File: src/rtl/prng_stream_gen.sv
// Pseudo-random word source (wrapping counter or Galois LFSR) with a registered valid/ready output.
// Optional handshake statistics counter: define PRNG_STATS_EN to add the accept_cnt port.
module prng_stream_gen #(
    parameter int unsigned      WIDTH = 16,
    parameter logic [WIDTH-1:0] SEED  = 16'h4A46,
    parameter logic [WIDTH-1:0] TAPS  = 16'hB400
) (
    input  logic             clk,
    input  logic             reset,
    input  logic             enable,
    input  logic             mode,
    input  logic             load,
    input  logic [WIDTH-1:0] seed_in,
    output logic [WIDTH-1:0] out_data,
    output logic             out_valid,
    input  logic             out_ready
`ifdef PRNG_STATS_EN
    ,
    output logic [31:0]      accept_cnt
`endif
);

    typedef enum logic {
        MODE_COUNTER = 1'b0,
        MODE_LFSR    = 1'b1
    } mode_e;

    logic [WIDTH-1:0] state_q, state_d;
    logic [WIDTH-1:0] out_data_q, out_data_d;
    logic             out_valid_q, out_valid_d;
    logic             slot;
    logic             handshake;

    // An all-zero state in LFSR mode can only arrive from counter mode; restart from SEED.
    function automatic logic [WIDTH-1:0] next_state(input logic [WIDTH-1:0] s, input mode_e m);
        if (m == MODE_COUNTER) begin
            return s + WIDTH'(1);
        end
        if (s == '0) begin
            return SEED;
        end
        return (s >> 1) ^ (s[0] ? TAPS : '0);
    endfunction

    assign slot      = !out_valid_q || out_ready;
    assign handshake = out_valid_q && out_ready;

    always_comb begin
        // NOTE: every signal gets a default first so no path leaves it unassigned (no latches).
        state_d     = state_q;
        out_data_d  = out_data_q;
        out_valid_d = out_valid_q;

        if (load) begin
            state_d     = (mode_e'(mode) == MODE_LFSR && seed_in == '0) ? SEED : seed_in;
            out_valid_d = 1'b0;
        end else if (enable && slot) begin
            out_data_d  = state_q;
            out_valid_d = 1'b1;
            state_d     = next_state(state_q, mode_e'(mode));
        end else if (handshake) begin
            out_valid_d = 1'b0;
        end
    end

    always_ff @(posedge clk or posedge reset) begin
        // NOTE: sequential state uses non-blocking assignments so all flops update together.
        if (reset) begin
            state_q     <= SEED;
            out_data_q  <= '0;
            out_valid_q <= 1'b0;
        end else begin
            state_q     <= state_d;
            out_data_q  <= out_data_d;
            out_valid_q <= out_valid_d;
        end
    end

    assign out_data  = out_data_q;
    assign out_valid = out_valid_q;

`ifdef PRNG_STATS_EN
    logic [31:0] accept_cnt_q, accept_cnt_d;

    // A load clears the count even when a handshake completes in the same cycle.
    always_comb begin
        accept_cnt_d = accept_cnt_q;
        if (load) begin
            accept_cnt_d = '0;
        end else if (handshake && accept_cnt_q != 32'hFFFF_FFFF) begin
            accept_cnt_d = accept_cnt_q + 32'd1;
        end
    end

    always_ff @(posedge clk or posedge reset) begin
        if (reset) begin
            accept_cnt_q <= '0;
        end else begin
            accept_cnt_q <= accept_cnt_d;
        end
    end

    assign accept_cnt = accept_cnt_q;
`endif

endmodule

File: config.mk
export PLATFORM = sky130hd
export DESIGN_NAME = prng_stream_gen
export DESIGN_NICKNAME = d
export VERILOG_FILES = /design/src/rtl/prng_stream_gen.sv
export SDC_FILE = /design/constraint.sdc
export NUM_CORES = 1
export LEC_CHECK = 0
export BUFFER_PORTS_ARGS = -buffer_cell sky130_fd_sc_hd__buf_2
export CORE_ASPECT_RATIO = 0.7
export CORE_MARGIN = 2
export CORE_UTILIZATION = 49
export CTS_CLUSTER_DIAMETER = 80
export DETAILED_ROUTE_END_ITERATION = 16
export PLACE_DENSITY = 0.71
export SLEW_MARGIN = 25
export SYNTH_ARGS = -nofsm -noshare
export SYNTH_HDL_FRONTEND = slang
export SYNTH_SLANG_ARGS = --single-unit
export TNS_END_PERCENT = 100
File: constraint.sdc
create_clock -name clk -period 2.23 [get_ports clk]
set_input_delay 0.446 -clock clk [delete_from_list [all_inputs] [get_ports clk]]
set_output_delay 0.446 -clock clk [all_outputs]
set_load 0.01 [all_outputs]
# Word level (Yosys, flattened, before mapping)

Cells that the tools add are included.

Flip-flop bits (word level): 33
Input port bits: 22
Output and inout port bits: 17
Word-level logic and storage cells: 34

$add $sub $neg: 1
Multiplexer cells: 18
Bitwise operators: 2
Reduce and logical (&&, ||, !) cells: 10

Operators by type and width:

| operator                                       | count |
|---|---|
| 2-to-1 mux 16 bit                              | 8 |
| logical NOT 16 bit                             | 2 |
| adder 16 x 1 -> 16 bit (second input constant) | 1 |
| XOR 15 x 16 -> 16 bit                          | 1 |
| 2-to-1 mux 1 bit                               | 10 |
| logical AND 1 bit                              | 3 |
| nonzero test 3 bit                             | 1 |
| AND reduction 2 bit                            | 1 |
| nonzero test 2 bit                             | 1 |
| logical NOT 1 bit                              | 1 |
| logical OR 1 bit                               | 1 |
| inverter 1 bit                                 | 1 |

# Depth between registers and ports, before layout

Gate-level depths: netlist of run 1.

Depth after elaboration: 12
Mapped depth: 7
Mapped depth without buffers: 6

# Worst setup path after synthesis of run 1

OpenSTA, ideal clock, no wires.

Path type: register to register
Start: reg state_q[0]
End: reg state_q[0]
Library setup time: 126 ps
Arrival: 2054 ps
Data required time: 2104 ps
Slack: 50 ps
Cell stages (with the launch flop): 8
Path buffers: 1
Clock period less this slack: 2180 ps
Cell sequence: dfrtp_1 > buf_4 > inv_1 > ha_1 > or3b_2 > o41ai_4 > nor2_2 > a221o_1

Longest elaborated chain between the ends: 9
Elaborated cells between the ends (all ways): 12
Classes of those cells: add/sub (1); mux (10); reduce/logical (1)

Ends and longest elaborated chain:

| element                                                                        | RTL line | RTL |
|---|---|---|
| from (decl)                                                                    | 28       | `logic [WIDTH-1:0] state_q, state_d;` |
| from (signal assigned)                                                         | 73       | `state_q <= state_d;` |
| parallel branches: the longest is 6 deep, another holds adder 16 x 1 -> 16 bit | --       |  |
| 2-to-1 mux 16 bit (*)                                                          | 39       | `if (s == '0) begin` |
| 2-to-1 mux 16 bit (*)                                                          | 57       | `end else if (enable && slot) begin` |
| 2-to-1 mux 16 bit (*)                                                          | 54       | `if (load) begin` |

Every way passes the cells marked *. The select of a mux whose other input is x is not followed.
A chain may end at the register's enable or synchronous reset.

# Worst setup path after layout of run 1

Start: reg state_q[1]
End: reg state_q[14]

Same word-level chain as after synthesis.

==> run_results.csv, run 1 <==
group,metric,value,unit
logic_synthesis,synth_area_leaders,"dfrtp_1 (34%), nand2_1 (8.3%), dfstp_2 (7.9%)",
logic_synthesis,syn_area,0.00199,mm²
critical_path,r2r_slack,0.18,ns
floorplanning,core_region_area,0.00392,mm²
timing,finalCritPeriodShare,0.917,
layout,stdcell_count,322,
logic_synthesis,synth_top_area_frac,0.339,
place,port_buffers,38,
floorplanning,io_pins,39,
cts,worst_skew_pair.late_latency,0.29,ns
layout,nFillCells,377,
layout,final_nets,293,
cts,post_cts_resized,0,
logic_synthesis,synth_warnings,0,
logic_synthesis,synthFlopType,"dfrtp_1",
logic_synthesis,ys_seq_area_frac,0.418,
logic_synthesis,synthArstFlopShare,1.00,
place,placed_cells,314,
drt,via_per_inst,6.10,
cts,htreeDepth,2,
floorplanning,fp.dieW,80.2,µm
layout,syn_to_final_growth,20.0,%
floorplanning,start_util,0.508,
drt,firstDrtPassIters,4,
power_and_ir_drop,total_power,1.67,mW
drt,antenna_left,0,
floorplanning,row_count,19,
critical_path,required,2.44,ns
place,place_ws,0.160,ns
critical_path,path_class,"flop to flop",
layout,regArea,833,µm²
cts,cts_tree,"yes",
power_and_ir_drop,p_leak,1.12,nW
timing,min_period,2.05,ns
layout,drive_gt1_frac,0.322,
timing,max_freq,489,MHz
grt,grt.total_usage,0.276,
layout,final_common_cell,"nand2_1",
timing,setup_viol,0,
timing,holdWs,0.239,ns
critical_path,cp_max_fo,7,
timing,max-slew-margin-rel,0.704,
drt,num_vias,1963,
critical_path,arrival,2.26,ns
drt,drc,0,
logic_synthesis,synth_top_area_cell,"dfrtp_1",
cts,cts_buffer_depth,2,
place,post_dp_cell_area,0.00231,mm²
timing,finalMaxSlewViolations,0,
timing,hold_viol_final,0,
critical_path,cp_cell_sequence,"ha_1 > nand4_1 > nor4_1 > mux2_2 > o211ai_1",
cts,clock-root-buffer,"clkbuf_8",
drt,avgRoutedWirePerCell,18.2,µm
timing,worst_slew_pin_slew,0.444,ns
cts,clk_pin_slew,0.07,ns
layout,multiInputGateArea,0.00104,mm²
floorplanning,dieArea,0.00460,mm²
power_and_ir_drop,powerDensity,697,mW/mm²
grt,grt_max_degree,34,
cts,numClockSinks,33,
drt,drt_iter0_markers,119,
critical_path,slowest_delay,0.60,ns
layout,diodes,0,
grt,grt_pass1_vias,1898,
cts,cts_inserted_buffers,5,
logic_synthesis,synth-seq-cells,33,
timing,rsz0062_at_grt,"no",
critical_path,crit_slowest_cell,"dfstp_2",
grt,grt_first_pass_wirelength,9510,µm
grt,antenna_found_initial,0,
timing,setup_tns,0,ns
place,gp_congestion,0.919,
logic_synthesis,syn_area_per_cell,9.05,µm²
status,status,"finished, final reports clean",
critical_path,startpoint_type,"flop",
grt,gr-total-overflow,0,
timing,fin_skew,0.00552,ns
cts,post-cts-setup-buffer-count,0,
power_and_ir_drop,irDropWorstVdd,403,µV
logic_synthesis,synth_edf_count,0,
critical_path,end_kind,"flop",
layout,final_util,0.610,
logic_synthesis,synthCells,220,
worst_hold_path,hp-class,"primary input to asynchronous set/reset pin",
timing,setup_ws,0.184,ns
drt,wirelength,5860,µm
logic_synthesis,syn-num-nets,244,
job,drv_cap,0,
logic_synthesis,synth.distinct_cells,42,
cts,hold_buffers,0,
floorplanning,dieHeight,57.3,µm
layout,fin_area,0.00239,mm²
place,dpl.hpwl,4260,µm
layout,final_cell_mix,"nand2_1 (44), buf_2 (38), dfrtp_1 (27), buf_4 (20), o21ai_0 (14)",
worst paths after layout:
| kind | end | cells after the start | startpoint |
|---|---|---|---|
| worst max-delay path | state_q[14] | 5 | state_q[1] |
| worst min-delay path | out_data[9] | 3 | reset |
| worst max register to register | state_q[14] | 5 | state_q[1] |
| worst min register to register | out_data[3] | 2 | out_data[3] |
| max in group asynchronous | state_q[11] | 3 | reset |
| min in group clk | state_q[2] | 3 | seed_in[2] |
metal layers:
| layer | wire [µm] | track usage | vias to the layer above |
|---|---|---|---|
| met5 | 0 | 0 | - |
| met4 | 89 | 0.102 | 0 |
| met3 | 504 | 0.0823 | 10 |
| met2 | 2550 | 0.408 | 94 |
| met1 | 2720 | 0.385 | 946 |
| li1 | - | - | 913 |
cells by family after synthesis:
group           synth area share
simple gates               0.242
compound gates             0.211
flops                      0.418
buf+inv                   0.0597
xor+xnor                  0.0352
mux                       0.0214
fa+ha+maj                 0.0126
critical path, delay by kind of cell (launching register included):
family,cells,cell delay (ns)
AO/OA/AOI/OAI,1,0.17
adder cells (fa/ha/maj),1,0.24
flip-flops,1,0.60
multiplexers,1,0.38
AND/OR/NAND/NOR,2,0.59
where the power goes:
group,switching [mW],internal (mW)
sequential,0.0758,0.696
combinational,0.253,0.193
clock,0.232,0.216
cell type report:
| type | count | area share |
|---|---|---|
| multi-input cells | 163 | 0.435 |
| flip-flops and latches | 33 | 0.349 |
| repair buffers | 58 | 0.142 |
| clock buffers | 6 | 0.0304 |
| well taps | 52 | 0.0272 |
| inverters | 8 | 0.0126 |
| clock inverters | 2 | 0.00419 |
cells in the mapped netlist, types with 3 or more instances:
library cell	instances
buf_4	5
clkbuf_1	8
or4_1	3
dfrtp_1	27
nand2_1	44
inv_1	8
a22o_1	3
a22oi_1	9
xnor2_1	6
o21ai_0	14
o311a_2	3
nor4_1	7
nor3_1	3
o31ai_1	3
or4_4	3
dfstp_2	6
nand4_1	7
nand3_1	11
a221o_1	3
o211ai_1	9
nor2_1	3
a21oi_1	5
flip-flops by register name, indices dropped and copies added (netlist names):
register	flops
out_valid	1
out_data	16
state_q	16
Power figures use the tool's default switching activity.
==> inputs of run 2 (changes only) <==
Settings changed: GPL_TIMING_DRIVEN from default to 0.
==> run_results.csv, run 2 (same netlist as run 1, synthesis figures left out) <==
group,metric,value,unit
status,status,"finished, final reports clean",
timing,worst_slew_pin_slew,1.00,ns
place,post_dp_cell_area,0.00225,mm²
job,drv_cap,0,
worst_hold_path,hp-class,"primary input to asynchronous set/reset pin",
critical_path,cp_max_fo,8,
critical_path,crit_family,"compound AO/OA/AOI/OAI gates",
drt,drt_iter0_markers,118,
place,placed_cells,310,
critical_path,rr_worst_depth,7,
layout,drive_gt1_frac,0.300,
drt,via_per_inst,6.03,
layout,final_util,0.600,
place,port_buffers,38,
critical_path,worst-path-buf-inv,2,
timing,setup_viol,0,
critical_path,path_class,"flop to flop",
timing,holdWs,0.274,ns
grt,grt.total_usage,0.266,
layout,final_nets,290,
place,dpl.hpwl,3980,µm
power_and_ir_drop,comb_power_share,0.271,
layout,diodes,0,
cts,worst_skew_pair.late_latency,0.28,ns
power_and_ir_drop,swShare,0.331,
power_and_ir_drop,irDropWorstVdd,524,µV
drt,firstDrtPassIters,4,
cts,numClockSinks,33,
floorplanning,fp.dieW,80.2,µm
layout,fin_area,0.00235,mm²
grt,gr-total-overflow,0,
layout,final_cell_mix,"nand2_1 (44), buf_2 (40), dfrtp_1 (27), o21ai_0 (14), nand3_1 (11)",
floorplanning,io_pins,39,
critical_path,cp_cell_sequence,"buf_4 > inv_4 > ha_1 > or3b_4 > o41ai_4 > nor2_2 > a221o_1",
critical_path,regToRegEndpoint,"state_q[7]",
timing,rsz0062_at_grt,"no",
place,gp_congestion,0.914,
drt,avgRoutedWirePerCell,17.4,µm
critical_path,arrival,2.29,ns
power_and_ir_drop,power.net_switching,542,µW
cts,hold_buffers,0,
timing,max-slew-margin-rel,0.325,
cts,cts_inserted_buffers,5,
timing,setup_ws,0.103,ns
drt,antenna_left,0,
cts,clock-root-buffer,"clkbuf_8",
timing,max_freq,470,MHz
critical_path,startpoint_type,"flop",
timing,hold_viol_final,0,
critical_path,r2r-start,"state_q[0]",
critical_path,slowest_delay,0.39,ns
cts,cts_buffer_depth,2,
layout,stdcell_count,319,
place,place_ws,-0.334,ns
layout,final_common_cell,"nand2_1",
power_and_ir_drop,internal_power,1.10,mW
grt,antenna_found_initial,0,
critical_path,crit_slowest_cell,"or3b_4",
grt,grt_pass1_vias,1915,
power_and_ir_drop,powerDensity,696,mW/mm²
floorplanning,core_region_area,0.00392,mm²
timing,min_period,2.13,ns
cts,cts_tree,"yes",
floorplanning,row_count,19,
timing,finalMaxSlewViolations,0,
cts,clk_pin_slew,0.07,ns
critical_path,end_kind,"flop",
power_and_ir_drop,p_leak,1.08,nW
grt,grt_first_pass_wirelength,9340,µm
grt,grt_max_degree,34,
floorplanning,dieHeight,57.3,µm
timing,finalCritPeriodShare,0.954,
timing,fin_skew,0.00561,ns
floorplanning,dieArea,0.00460,mm²
drt,wirelength,5560,µm
drt,drc,0,
power_and_ir_drop,p_clk_frac,0.265,
critical_path,required,2.39,ns
layout,syn_to_final_growth,18.2,%
power_and_ir_drop,p_seq_frac,0.464,
critical_path,r2r_slack,0.10,ns
drt,num_vias,1925,
floorplanning,start_util,0.508,
cts,htreeDepth,2,
run 2: power by group through the flow:
stage	Sequential, mW	Combinational, mW	Clock (mW)
final	0.760	0.444	0.434
after global routing	0.773	0.494	0.473
after CTS	0.759	0.441	0.446
after detailed placement	0.769	0.432	0
after global placement	0.768	0.427	0
after floorplan	0.782	0.259	0
run 2: worst max path at each step:
stage                     slack [ns]          end  cells past startpoint  startpoint
final                           0.10   state_q[7]                      7  state_q[0]
after global routing            0.04   state_q[6]                      8  state_q[0]
after CTS                       0.03  state_q[15]                      5  state_q[2]
after detailed placement       -0.33   state_q[7]                      7  state_q[0]
after global placement         -0.31   state_q[7]                      7  state_q[0]
after floorplan                 0.05   state_q[0]                      7  state_q[0]
run 2: per-layer routing:
layer	track usage	up-vias	wire length, µm
li1	-	913	-
met4	0.0630	0	44
met3	0.0744	8	464
met5	0	-	0
met2	0.417	76	2520
met1	0.371	928	2530
run 2: layout make-up:
| class | instances | area (µm²) |
|---|---|---|
| multi-input cells | 163 | 1050 |
| plain buffers | 16 | 90.1 |
| fillers | 365 | 1570 |
| flip-flops and latches | 33 | 833 |
| well taps | 52 | 65.1 |
| inverters | 8 | 32.5 |
| repair buffers | 39 | 201 |
| clock inverters | 2 | 10.0 |
| clock buffers | 6 | 72.6 |
run 2: what timing repair did:
action | 4_1_cts | 5_1_grt
pin swaps | 2 | 2
endpoints found under the setup margin | 13 | 8
buffers inserted | 1 | 0
gates resized for setup | 4 | 3
run 2: per-stage QoR:
step	power [mW]	setup TNS (ns)
2_1_floorplan	1.04	0
3_3_place_gp	1.19	-2.06
3_5_place_dp	1.20	-2.29
4_1_cts	1.65	0
5_1_grt	1.74	0
6_report	1.64	0
==> inputs of run 3 (changes only) <==
Settings changed: CELL_PAD_IN_SITES_DETAIL_PLACEMENT from default to 1, CELL_PAD_IN_SITES_GLOBAL_PLACEMENT from default to 2, CORE_UTILIZATION 49 to 30, PLACE_DENSITY 0.71 to default, PLACE_DENSITY_LB_ADDON from default to 0.25.
==> run_results.csv, run 3 (same netlist as run 1, synthesis figures left out) <==
group,metric,value,unit
status,status,"finished, final reports clean",
cts,cts_inserted_buffers,5,
grt,grt_pass1_vias,1967,
power_and_ir_drop,powerDensity,693,mW/mm²
cts,clk_pin_slew,0.08,ns
timing,rsz0062_at_grt,"no",
layout,drive_gt1_frac,0.313,
cts,clock-root-buffer,"clkbuf_8",
timing,max_freq,469,MHz
floorplanning,row_count,24,
grt,gr-total-overflow,0,
critical_path,slowest_delay,0.40,ns
timing,setup_tns,0,ns
layout,final_common_cell,"nand2_1",
drt,via_per_inst,5.27,
layout,final_nets,291,
drt,avgRoutedWirePerCell,18.1,µm
critical_path,crit_slowest_cell,"or3b_4",
critical_path,path_class,"flop to flop",
layout,syn_to_final_growth,21.4,%
floorplanning,dieHeight,72.2,µm
timing,setup_viol,0,
cts,cts_tree,"yes",
layout,final_cell_mix,"nand2_1 (44), buf_2 (40), dfrtp_1 (27), o21ai_0 (14), nand3_1 (11)",
timing,finalCritPeriodShare,0.955,
drt,num_vias,1893,
floorplanning,io_pins,39,
floorplanning,dieArea,0.00732,mm²
power_and_ir_drop,irDropWorstVdd,253,µV
floorplanning,fp.dieW,101,µm
critical_path,end_kind,"flop",
drt,wirelength,6510,µm
timing,min_period,2.13,ns
critical_path,arrival,2.30,ns
cts,numClockSinks,33,
timing,fin_skew,0.00657,ns
place,dpl.hpwl,4680,µm
job,drv_cap,0,
timing,max-slew-margin-rel,0.507,
critical_path,cp_cell_sequence,"buf_4 > inv_2 > ha_1 > or3b_4 > o41ai_4 > nor2_2 > a221o_1",
drt,drc,0,
critical_path,cp_max_fo,8,
drt,antenna_left,0,
cts,htreeDepth,2,
critical_path,startpoint_type,"flop",
timing,hold_viol_final,0,
power_and_ir_drop,p_leak,1.08,nW
floorplanning,core_region_area,0.00634,mm²
grt,grt_max_degree,34,
timing,worst_slew_pin_slew,0.739,ns
critical_path,required,2.40,ns
grt,grt.total_usage,0.197,
drt,drt_iter0_markers,89,
grt,antenna_found_initial,0,
layout,diodes,0,
cts,worst_skew_pair.late_latency,0.29,ns
grt,grt_first_pass_wirelength,10800,µm
place,gp_congestion,0.813,
timing,finalMaxSlewViolations,0,
drt,firstDrtPassIters,4,
floorplanning,start_util,0.314,
power_and_ir_drop,total_power,1.68,mW
cts,cts_buffer_depth,2,
layout,final_util,0.382,
worst_hold_path,hp-class,"primary input to asynchronous set/reset pin",
cts,hold_buffers,0,
place,port_buffers,38,
run 3: worst max-delay path, delay by kind of cell (launching register included):
kind,cells,cell delay [ns]
adder cells (fa/ha/maj),1,0.14
AO/OA/AOI/OAI,2,0.68
flip-flops,1,0.38
AND/OR/NAND/NOR,2,0.52
buffers and inverters,2,0.26
run 3: worst paths after layout:
| check | startpoint | to | slack, ns | depth (start not counted) |
|---|---|---|---|---|
| max in group asynchronous | reset | out_data[9] | 1.49 | 2 |
| setup / recovery | state_q[0] | state_q[7] | 0.1 | 7 |
| hold / removal | reset | out_data[6] | 0.27 | 2 |
| min in group clk | seed_in[3] | state_q[3] | 0.42 | 3 |
| setup reg to reg | state_q[0] | state_q[7] | 0.1 | 7 |
| hold reg to reg | out_data[2] | out_data[2] | 0.47 | 2 |
run 3: power breakdown:
group	leakage (nW)	internal (mW)	switching (mW)	total (mW)
logic	0.636	0.184	0.266	0.451
registers	0.400	0.694	0.0658	0.760
clock network	0.0439	0.216	0.249	0.464
run 3: final cells by class:
cell class	instances	area, µm²
fillers	750	3920
flip-flops and latches	33	833
multi-input cells	163	1060
repair buffers	40	205
inverters	8	30.0
plain buffers	16	90.1
clock inverters	3	17.5
clock buffers	5	68.8
well taps	91	114
run 3: routing by layer:
metal  wire [µm]  GRT usage  vias up
met5           0          0        -
met4          72     0.0541        0
met3         361     0.0318        7
met2        2750      0.290       48
met1        3330      0.299      932
li1            -          -      906
run 3: through the flow:
step	std cells	hold WS [ns]	setup WS [ns]	cell area [µm²]
4_1_cts	359	0.300	0.0319	2410
2_1_floorplan	220	0.512	0.0500	1990
3_5_place_dp	349	0.459	-0.415	2300
5_1_grt	359	0.335	0.0122	2420
3_3_place_gp	349	0.453	-0.448	2300
6_report	359	0.272	0.0998	2420
run 3: timing repair:
| action | in CTS | in global routing |
|---|---|---|
| resized for setup | 3 | 1 |
| hold endpoints to repair | 0 | 0 |
| pin swaps | 2 | 1 |
| setup endpoints to repair | 13 | 13 |
| setup buffers | 2 | 0 |
